**src/rtl/alu_mc_sequencer.sv**
```systemverilog
// Multi-cycle ALU sequencer for the EX stage: classifies the issuing op, stalls the
// pipeline for the op's latency, then signals result-valid with a saturating stall counter.

package alu_mc_pkg;
   typedef enum logic [4:0] {
      ALU_ADD, ALU_SUB, ALU_AND, ALU_OR, ALU_XOR, ALU_SLL, ALU_SRL, ALU_SRA,
      ALU_SLT, ALU_SLTU, ALU_MUL, ALU_MULH, ALU_DIV, ALU_DIVU, ALU_REM, ALU_REMU,
      ALU_F_ADD, ALU_F_SUB, ALU_F_INT_FLOAT, ALU_F_FLOAT_INT
   } alu_op_t;
endpackage

module alu_mc_sequencer
   import alu_mc_pkg::*;
#(
   parameter int LAT_FCVT = 1,
   parameter int LAT_FADD = 2,
   parameter int LAT_MUL  = 6,
   parameter int LAT_LONG = 32,
   parameter int CNT_W    = 8
) (
   input  logic          clk,
   input  logic          rst,
   input  alu_op_t       alu_op,
   input  logic          op_valid,
   input  logic          flush,
   input  logic          hold,
   output logic          insert_bubble,
   output logic          op_done,
   output logic [2:0]    busy_class,
   output logic [31:0]   stall_cycles
);

   typedef enum logic [1:0] {ST_IDLE, ST_BUSY, ST_DONE} state_t;

   localparam logic [CNT_W-1:0] L_FCVT = CNT_W'(LAT_FCVT);
   localparam logic [CNT_W-1:0] L_FADD = CNT_W'(LAT_FADD);
   localparam logic [CNT_W-1:0] L_MUL  = CNT_W'(LAT_MUL);
   localparam logic [CNT_W-1:0] L_LONG = CNT_W'(LAT_LONG);
   localparam logic [CNT_W-1:0] ONE    = CNT_W'(1);

   state_t             r_state;
   logic [CNT_W-1:0]   r_cnt;
   logic [2:0]         r_busyClass;
   logic [31:0]        r_stallCycles;

   logic [CNT_W-1:0]   w_lat;
   logic [2:0]         w_class;
   logic               w_start;

   // A zero latency marks a single-cycle op that never engages the sequencer.
   always_comb begin
      w_lat   = '0;
      w_class = 3'b000;
      case (alu_op)
         ALU_F_FLOAT_INT: begin w_lat = L_FCVT; w_class = 3'b001; end
         ALU_F_ADD,
         ALU_F_SUB:       begin w_lat = L_FADD; w_class = 3'b001; end
         ALU_MUL,
         ALU_MULH:        begin w_lat = L_MUL;  w_class = 3'b010; end
         ALU_DIV, ALU_DIVU, ALU_REM, ALU_REMU,
         ALU_F_INT_FLOAT: begin w_lat = L_LONG; w_class = 3'b100; end
         default:         begin w_lat = '0;     w_class = 3'b000; end
      endcase
   end

   assign w_start       = (r_state == ST_IDLE) & op_valid & (w_lat != '0) & ~flush;
   assign insert_bubble = rst & ~flush & (w_start | (r_state == ST_BUSY));
   assign op_done       = rst & ~flush & (r_state == ST_DONE);
   assign busy_class    = r_busyClass;
   assign stall_cycles  = r_stallCycles;

   always_ff @(posedge clk or negedge rst) begin
      if (!rst) begin
         r_state     <= ST_IDLE;
         r_cnt       <= '0;
         r_busyClass <= 3'b000;
      end else begin
         case (r_state)
            ST_IDLE: begin
               if (w_start) begin
                  r_busyClass <= w_class;
                  r_cnt       <= w_lat - ONE;
                  r_state     <= (w_lat == ONE) ? ST_DONE : ST_BUSY;
               end
            end
            // hold is deliberately ignored here: the execution units keep running.
            ST_BUSY: begin
               if (flush) begin
                  r_state     <= ST_IDLE;
                  r_cnt       <= '0;
                  r_busyClass <= 3'b000;
               end else if (r_cnt == ONE) begin
                  r_state <= ST_DONE;
                  r_cnt   <= '0;
               end else begin
                  r_cnt <= r_cnt - ONE;
               end
            end
            ST_DONE: begin
               if (flush || !hold) begin
                  r_state     <= ST_IDLE;
                  r_busyClass <= 3'b000;
               end
            end
            default: begin
               r_state     <= ST_IDLE;
               r_cnt       <= '0;
               r_busyClass <= 3'b000;
            end
         endcase
      end
   end

   always_ff @(posedge clk or negedge rst) begin
      if (!rst) begin
         r_stallCycles <= '0;
      end else if (insert_bubble && (r_stallCycles != 32'hFFFF_FFFF)) begin
         r_stallCycles <= r_stallCycles + 32'd1;
      end
   end

endmodule

```
**config.mk**
```make
export PLATFORM = sky130hd
export DESIGN_NAME = alu_mc_sequencer
export DESIGN_NICKNAME = d
export VERILOG_FILES = /design/src/rtl/alu_mc_sequencer.sv
export SDC_FILE = /design/constraint.sdc
export NUM_CORES = 1
export LEC_CHECK = 0
export CORE_MARGIN = 3
export CORE_UTILIZATION = 57
export CTS_CLUSTER_DIAMETER = 120
export DETAILED_ROUTE_END_ITERATION = 6
export GPL_TIMING_DRIVEN = 0
export MAX_ROUTING_LAYER = met4
export PLACE_DENSITY = 0.85
export SETUP_SLACK_MARGIN = 0.5
export SLEW_MARGIN = 20
export SYNTH_ARGS = -nofsm -noshare
export SYNTH_HDL_FRONTEND = slang
export SYNTH_SLANG_ARGS = --single-unit
```
**constraint.sdc**
```tcl
create_clock -name clk -period 3.4 [get_ports clk]
set_input_delay 0.68 -clock clk [delete_from_list [all_inputs] [get_ports clk]]
set_output_delay 0.68 -clock clk [all_outputs]
set_load 0.02 [all_outputs]
```
# [Word-level counts from Yosys, hierarchy flattened]
# Memories as Yosys holds them, arrays and structs flattened.
# Cells that the tools add are included.
[totals] regBits=45 romBits=224 inputBits=10 elab_cells=48 memories=1
[op_classes] n_addsub=3 n_eq_ne=9 n_mux=14 n_bitwise=9 n_reduce_logical=8
[mem_list] name="(no name shown)" depth=32 width=7 read_ports=1 rd_clocked_by_memory_dff=0 write_ports=0 line_no="54" text="case (alu_op)"
[op_table] cell="32-bit by 1-bit adder with 32-bit output, second input constant" count=1
[op_table] cell="32-bit != test, second input constant" count=1
[op_table] cell="8-bit two-way mux" count=3
[op_table] cell="8-bit case mux with 3 select lines" count=1
[op_table] cell="8-bit by 1-bit equality test with 1-bit output, second input constant" count=2
[op_table] cell="8-bit by 1-bit subtractor with 8-bit output, second input constant" count=2
[op_table] cell="2-bit two-way mux" count=5
[op_table] cell="3-bit two-way mux" count=3
[op_table] cell="3-bit case mux with 3 select lines" count=1
[op_table] cell="8-bit nonzero test" count=1
[op_table] cell="1-bit bitwise AND" count=6
[op_table] cell="2-bit case mux with 3 select lines" count=1
[op_table] cell="3-bit AND reduction" count=2
[op_table] cell="2-bit != test, second input constant" count=2
[op_table] cell="3-bit by 2-bit != test with 1-bit output, second input constant" count=1
[op_table] cell="2-bit by 1-bit equality test with 1-bit output, second input constant" count=1
[op_table] cell="2-bit equality test, second input constant" count=1
[op_table] cell="2-bit logical NOT" count=1
[op_table] cell="2-bit by 1-bit != test with 1-bit output, second input constant" count=1
[op_table] cell="1-bit NOT" count=2
[op_table] cell="2-bit AND reduction" count=1
[op_table] cell="1-bit logical AND" count=1
[op_table] cell="1-bit logical NOT" count=1
[op_table] cell="1-bit logical OR" count=1
[op_table] cell="1-bit bitwise OR" count=1

# [Depth between registers and ports, before layout]
# Gate-level depths: netlist (run 1).
[logic_depth] word_depth=7 depth_mapped=11 mapped_depth_nobuf=10

# [Worst setup path after synthesis (run 1)]
# No wires, ideal clock.
[synth_timing] path_type="input-to-output" start="in alu_op[3]" end="out insert_bubble" t_arrival_ns=2.109 required_ns=2.720 path_slack_ns=0.611 path_stages=9 path_buffers=1 path_cell_list="nor2b_1 > a22oi_1 > or2_2 > ha_1 > nor2b_1 > o221ai_1 > o2111ai_2 > clkinv_1 > buf_2"
[synth_between] elab_chain_len=6
[synth_rtl] item="start: declaration" line_no="23" text="input alu_op_t alu_op,"
[synth_rtl] item="memory read 32 x 7 bit"
[synth_rtl] item="8-bit nonzero test" line_no="66" text="assign w_start = (r_state == ST_IDLE) & op_valid & (w_lat != '0) & ~flush;"
[synth_rtl] item="1-bit bitwise AND (2 in a row)" line_no="66"
[synth_rtl] item="1-bit bitwise OR" line_no="67" text="assign insert_bubble = rst & ~flush & (w_start | (r_state == ST_BUSY));"
[synth_rtl] item="1-bit bitwise AND" line_no="67"
[synth_rtl] item="end: declaration" line_no="27" text="output logic insert_bubble,"
# Every way passes these cells.

# [Final worst setup path (run 1)]
[layout_timing] start="in alu_op[4]" end="out insert_bubble"
# Same word-level chain as after synthesis.

==> results.json, run 1 <==
{
  "outcome": "finished, final reports clean",
  "fin_crit_ns": 2.90,
  "die_h_um": 74.4,
  "p_comb_frac": 0.259,
  "hold_ws_ns": 0.308,
  "wl_per_cell_um": 17.3,
  "p_seq_frac": 0.477,
  "swShare": 0.325,
  "crit_family": "simple AND/OR/NAND/NOR gates",
  "diodes": 0,
  "antenna_found_initial": 0,
  "yosysUniqueCellTypes": 53,
  "intPower_uw": 967,
  "min_period_over_period": 0.854,
  "ys_seq_area_frac": 0.423,
  "fillers": 284,
  "power_density_nw_per_um2": 412,
  "ys_warn_count": 0,
  "ff2ff_setup_slack_ns": 1.03,
  "drc": 0,
  "place_area_um2": 3210,
  "synth_nets": 284,
  "grt_pass1_vias": 2201,
  "die-width_um": 74.4,
  "vias_per_cell": 6.21,
  "fin_ws_ns": 0.498,
  "path_class": "input pin to output pin",
  "cp-endpoint": "insert_bubble",
  "start_util": 0.600,
  "clkSlewWorstSetupHoldPaths_ns": 0.09,
  "rsz0062_at_grt": "yes",
  "synth_ff_type": "dfrtp_1",
  "rr_endpoint": "stall_cycles[12]",
  "cp.required_ns": 2.72,
  "dieArea_um2": 5530,
  "drtIter0Drc": 269,
  "max_freq_mhz": 345,
  "design_area_um2": 3480,
  "path_cells": "clkbuf_4 -> nor2b_4 -> a22oi_1 -> or2_4 -> ha_2 -> nor2b_2 -> o221ai_2 -> o2111ai_2 -> clkinv_2 -> buf_6 -> buf_6",
  "end_kind": "output pin",
  "fin_skew_ns": 0.00974,
  "vias": 2417,
  "slew_headroom": 0.462,
  "gp_congestion": 0.922,
  "synth_top_cell_by_area": "dfrtp_1",
  "port_buffers": 46,
  "clockBufferDepth": 2,
  "ant_nets": 0,
  "layout-drive-gt1-share": 0.205,
  "ys_top_cells_by_count": "45 x dfrtp_1, 19 x nand3_1, 19 x nor2_1, 19 x xor2_1, 15 x nor3_1",
  "cts_inserted_buffers": 5,
  "synth.most_common_cell": "dfrtp_1",
  "critPathMaxStageDelay_ns": 0.26,
  "critPathMaxFanout": 6,
  "slowest_stage": "or2_4",
  "hold_class": "input pin to async pin",
  "fin_setup_tns_ns": 0,
  "worstMarginPinSlew_ns": 0.803,
  "clkLatencyLatePin_ns": 0.30,
  "gr-total-overflow": 0,
  "p_switching_uw": 466,
  "fin_cells": 389,
  "clock_power_share": 0.264,
  "ys_ff_latch": 45,
  "power_leakage_uw": 0.00155,
  "track_usage": 0.248,
  "grt_pass1_wl_um": 10400,
  "peakVddDrop_mv": 0.445,
  "cts_sinks": 45,
  "synth_top_cell_area_share": 0.423,
  "setup_viol": 0,
  "routed_wl_um": 6710,
  "syn_area_um2": 2670,
  "syn_inst": 266,
  "grt_max_degree": 31,
  "place_ws_ns": -0.846,
  "crit_cells": 11,
  "start_kind": "input pin",
  "r2r_start": "stall_cycles[0]",
  "syn_to_final_growth_pct": 30.4,
  "drtPass1Iterations": 5,
  "path_buf_inv": 4,
  "cts_root_buf": "clkbuf_8",
  "startpoint": "alu_op[4]",
  "dp_cells": 365,
  "cp_common_cell": "buf_6",
  "hpwl_um": 4330,
  "cts_tree": "yes",
  "drv_cap": 0,
  "finalMaxSlewViolations": 0,
  "finalHoldViolCount": 0,
  "postSynthAreaPerCell_um2": 10.0,
  "postCtsHoldBufs": 0,
  "critical_path_arrival_ns": 2.22,
  "core_area_um2": 4440,
  "async_reset_ff_frac": 1.00,
  "reg2reg_depth": 8,
  "synth_area_leaders": "dfrtp_1 42%, xor2_1 6.2%, xnor2_1 4.3%, ha_1 3.8%, nor4_2 3.8%",
  "htree_levels": 2,
  "synth-edff-count": 0,
  "ioPinCount": 47,
  "row_count": 24,
  "design.final.nets": 354
}
## routing by layer
metal / vias to the layer above / track usage / share of wire
li1: 1103 / - / -
met1: 1160 / 0.330 / 0.43
met2: 126 / 0.376 / 0.48
met3: 28 / 0.0554 / 0.069
met4: 0 / 0.0830 / 0.027
met5: - / - / 0
## sequential cells by signal, indices dropped and copies added, names as in the netlist
name / flops
r_cnt: 8
busy_class: 3
stall_cycles: 32
r_state: 2
## final cells by class
cell class                      count  area [µm²]  area share
Timing Repair Buffer               63         589       0.170
Multi-Input combinational cell    201        1480       0.426
Clock inverter                      1        8.76     0.00252
Tap cell                           52        65.1      0.0187
Clock buffer                        7        96.3      0.0277
Buffer                              8        62.6      0.0180
Sequential cell                    45        1130       0.324
Inverter                           12        46.3      0.0133
## layout by cell type (no fill, tap or decap), drive strengths merged, types with 2 or more instances in the layout
cell type	count
nand4	11
o22a	2
clkdlybuf4s50	38
o21ai	15
a21oi	5
and3	5
nand3	20
xnor2	13
ha	8
nor3	16
or2	3
xor2	19
nand2	12
o221ai	2
nor4	10
nand3b	2
nand2b	2
dfrtp	45
mux2	6
a31oi	2
nor2	20
and2	2
buf	27
nor3b	4
clkbuf	11
nor2b	2
inv	12
nor4bb	2
or3	3
## power by group through the flow
| stage | logic (µW) | clock network, µW | registers (µW) |
|---|---|---|---|
| after floorplan | 181 | 0 | 709 |
| after global placement | 339 | 0 | 686 |
| after detailed placement | 347 | 0 | 688 |
| after CTS | 357 | 379 | 678 |
| after global routing | 405 | 398 | 692 |
| final | 371 | 379 | 684 |
## how the worst min path moves through the flow
stage	endpoint	slack [ns]	depth (start not counted)
6_report	r_cnt[3]	0.31	1
5_1_grt	stall_cycles[26]	0.33	1
4_1_cts	stall_cycles[26]	0.32	1
3_5_place_dp	stall_cycles[7]	0.48	1
3_3_place_gp	r_cnt[6]	0.48	2
2_1_floorplan	busy_class[0]	0.38	0
## cell families (layout without fill, tap and decap cells)
family	count (synthesis)	count (layout)	share of synthesized area
DFF	45	45	0.423
buffers and inverters	20	91	0.0380
AOI/OAI and AO/OA	38	38	0.100
xor gates and xnor gates	32	32	0.105
muxes	7	7	0.0291
adders and majority gates	8	8	0.0376
and+or+nand+nor	116	116	0.268
## timing repair
action,in CTS,in global routing
endpoints found under the hold margin,0,0
setup endpoints to repair,32,3
resized for setup,29,15
buffers inserted,12,4
pin swaps,2,2
## stage by stage
stage / util / total power, µW
after floorplan: - / 890
after global placement: 0.718 / 1020
after detailed placement: 0.721 / 1030
after CTS: 0.770 / 1410
after global routing: 0.782 / 1500
final: 0.782 / 1430
Power figures use the tool's default switching activity.
==> run 2, diff against run 1 <==
- SKIP_CTS_REPAIR_TIMING: default -> 1
==> run 2 against run 1 <==
Global-route usage shrank 1.7 points. Highest routed layer unchanged. Power is essentially flat. Critical path type unchanged. Core utilization shrank 0.82 points.
==> results.json, run 2 (same netlist as run 1, synthesis figures left out) <==
{
  "mostFrequentLayoutCells": "45 x dfrtp_1, 38 x clkdlybuf4s50_1, 19 x nand3_1, 19 x xor2_1, 18 x nor2_1",
  "syn_to_final_growth_pct": 29.1,
  "cts_tree": "yes",
  "critPathMaxFanout": 6,
  "hold_ws_ns": 0.309,
  "path_buf_inv": 4,
  "grt_pass1_wl_um": 9740,
  "path_cells": "buf_2 -> nor4bb_4 -> nand2_2 -> ha_4 -> nor2b_1 -> o221ai_1 -> o2111ai_2 -> inv_2 -> buf_6 -> buf_6",
  "fin_skew_ns": 0.00816,
  "path_class": "input pin to output pin",
  "power_density_nw_per_um2": 416,
  "design.final.nets": 347,
  "p_switching_uw": 465,
  "drtIter0Drc": 263,
  "ioPinCount": 47,
  "cts_inserted_buffers": 5,
  "htree_levels": 2,
  "vias_per_cell": 6.26,
  "dieArea_um2": 5530,
  "power_leakage_uw": 0.00153,
  "drc": 0,
  "min_period_over_period": 0.860,
  "intPower_uw": 967,
  "start_util": 0.600,
  "core_area_um2": 4440,
  "rsz0062_at_grt": "yes",
  "finalMaxSlewViolations": 0,
  "crit_family": "simple AND/OR/NAND/NOR gates",
  "port_buffers": 46,
  "clkLatencyLatePin_ns": 0.30,
  "drtPass1Iterations": 7,
  "final_common_cell": "dfrtp_1",
  "worstMarginPinSlew_ns": 0.796,
  "slew_headroom": 0.467,
  "outcome": "finished, final reports clean",
  "cts_sinks": 45,
  "critical_path_arrival_ns": 2.25,
  "wl_per_cell_um": 17.1,
  "start_kind": "input pin",
  "clockBufferDepth": 2,
  "gr-total-overflow": 0,
  "critPathMaxStageDelay_ns": 0.31,
  "setup_viol": 0,
  "p_seq_frac": 0.476,
  "die_h_um": 74.4,
  "max_freq_mhz": 342,
  "largest_reg_flops": 32,
  "fin_crit_ns": 2.93,
  "fin_setup_tns_ns": 0,
  "hold_class": "input pin to async pin",
  "place_ws_ns": -0.846,
  "row_count": 24,
  "diodes": 0,
  "routed_wl_um": 6540,
  "track_usage": 0.231,
  "vias": 2392,
  "dp_cells": 365,
  "grt_pass1_vias": 2062,
  "clock_power_share": 0.267,
  "slowest_stage": "nor4bb_4",
  "clkSlewWorstSetupHoldPaths_ns": 0.09,
  "fin_ws_ns": 0.475,
  "finalHoldViolCount": 0,
  "ant_nets": 0,
  "antenna_found_initial": 0,
  "peakVddDrop_mv": 0.444,
  "fin_cells": 382,
  "cp.required_ns": 2.72,
  "cts_root_buf": "clkbuf_8",
  "p_comb_frac": 0.257,
  "swShare": 0.325,
  "end_kind": "output pin",
  "hpwl_um": 4330,
  "drv_cap": 0,
  "die-width_um": 74.4,
  "gp_congestion": 0.922,
  "layout-drive-gt1-share": 0.188,
  "cp_common_cell": "buf_6",
  "grt_max_degree": 31
}
[run 2: final timing paths]
path,start,to,slack (ns),cells after the start
max in group asynchronous,rst,r_cnt[1],2.58,2
hold / removal,rst,r_cnt[3],0.31,1
min in group clk,stall_cycles[7],stall_cycles[7],0.50,1
setup / recovery,alu_op[1],insert_bubble,0.47,10
hold reg to reg,stall_cycles[7],stall_cycles[7],0.50,1
setup reg to reg,stall_cycles[0],stall_cycles[12],1.01,8
[run 2: area by class of cell]
cell class	count	area, µm²
clock inverters	1	8.76
clock buffers	7	96.3
repair buffers	56	546
well taps	52	65.1
flip-flops and latches	45	1130
fillers	291	1000
multi-input cells	201	1490
plain buffers	8	62.6
inverters	12	45.0
[run 2: layer usage]
layer  global-route usage  vias up  part of all wire  routed length [µm]
met5                    -        -                 0                   0
met4               0.0692        0             0.011                  72
met3               0.0486       13             0.069                 452
met2                0.336      125              0.48                3130
met1                0.324     1163              0.44                2890
li1                     -     1091                 -                   -
[run 2: stage by stage]
| step | cell area [µm²] | util | power [µW] |
|---|---|---|---|
| after floorplan | 2670 | - | 890 |
| after CTS | 3310 | 0.745 | 1410 |
| after global routing | 3440 | 0.774 | 1490 |
| after detailed placement | 3210 | 0.721 | 1030 |
| after global placement | 3190 | 0.718 | 1020 |
| final | 3440 | 0.774 | 1430 |
[run 2: power groups by stage]
stage	clock [µW]	combinational, µW	sequential (µW)
floorplan	0	181	709
global placement	0	339	686
detailed placement	0	347	688
CTS	379	350	678
global route	398	402	692
finish	382	367	682
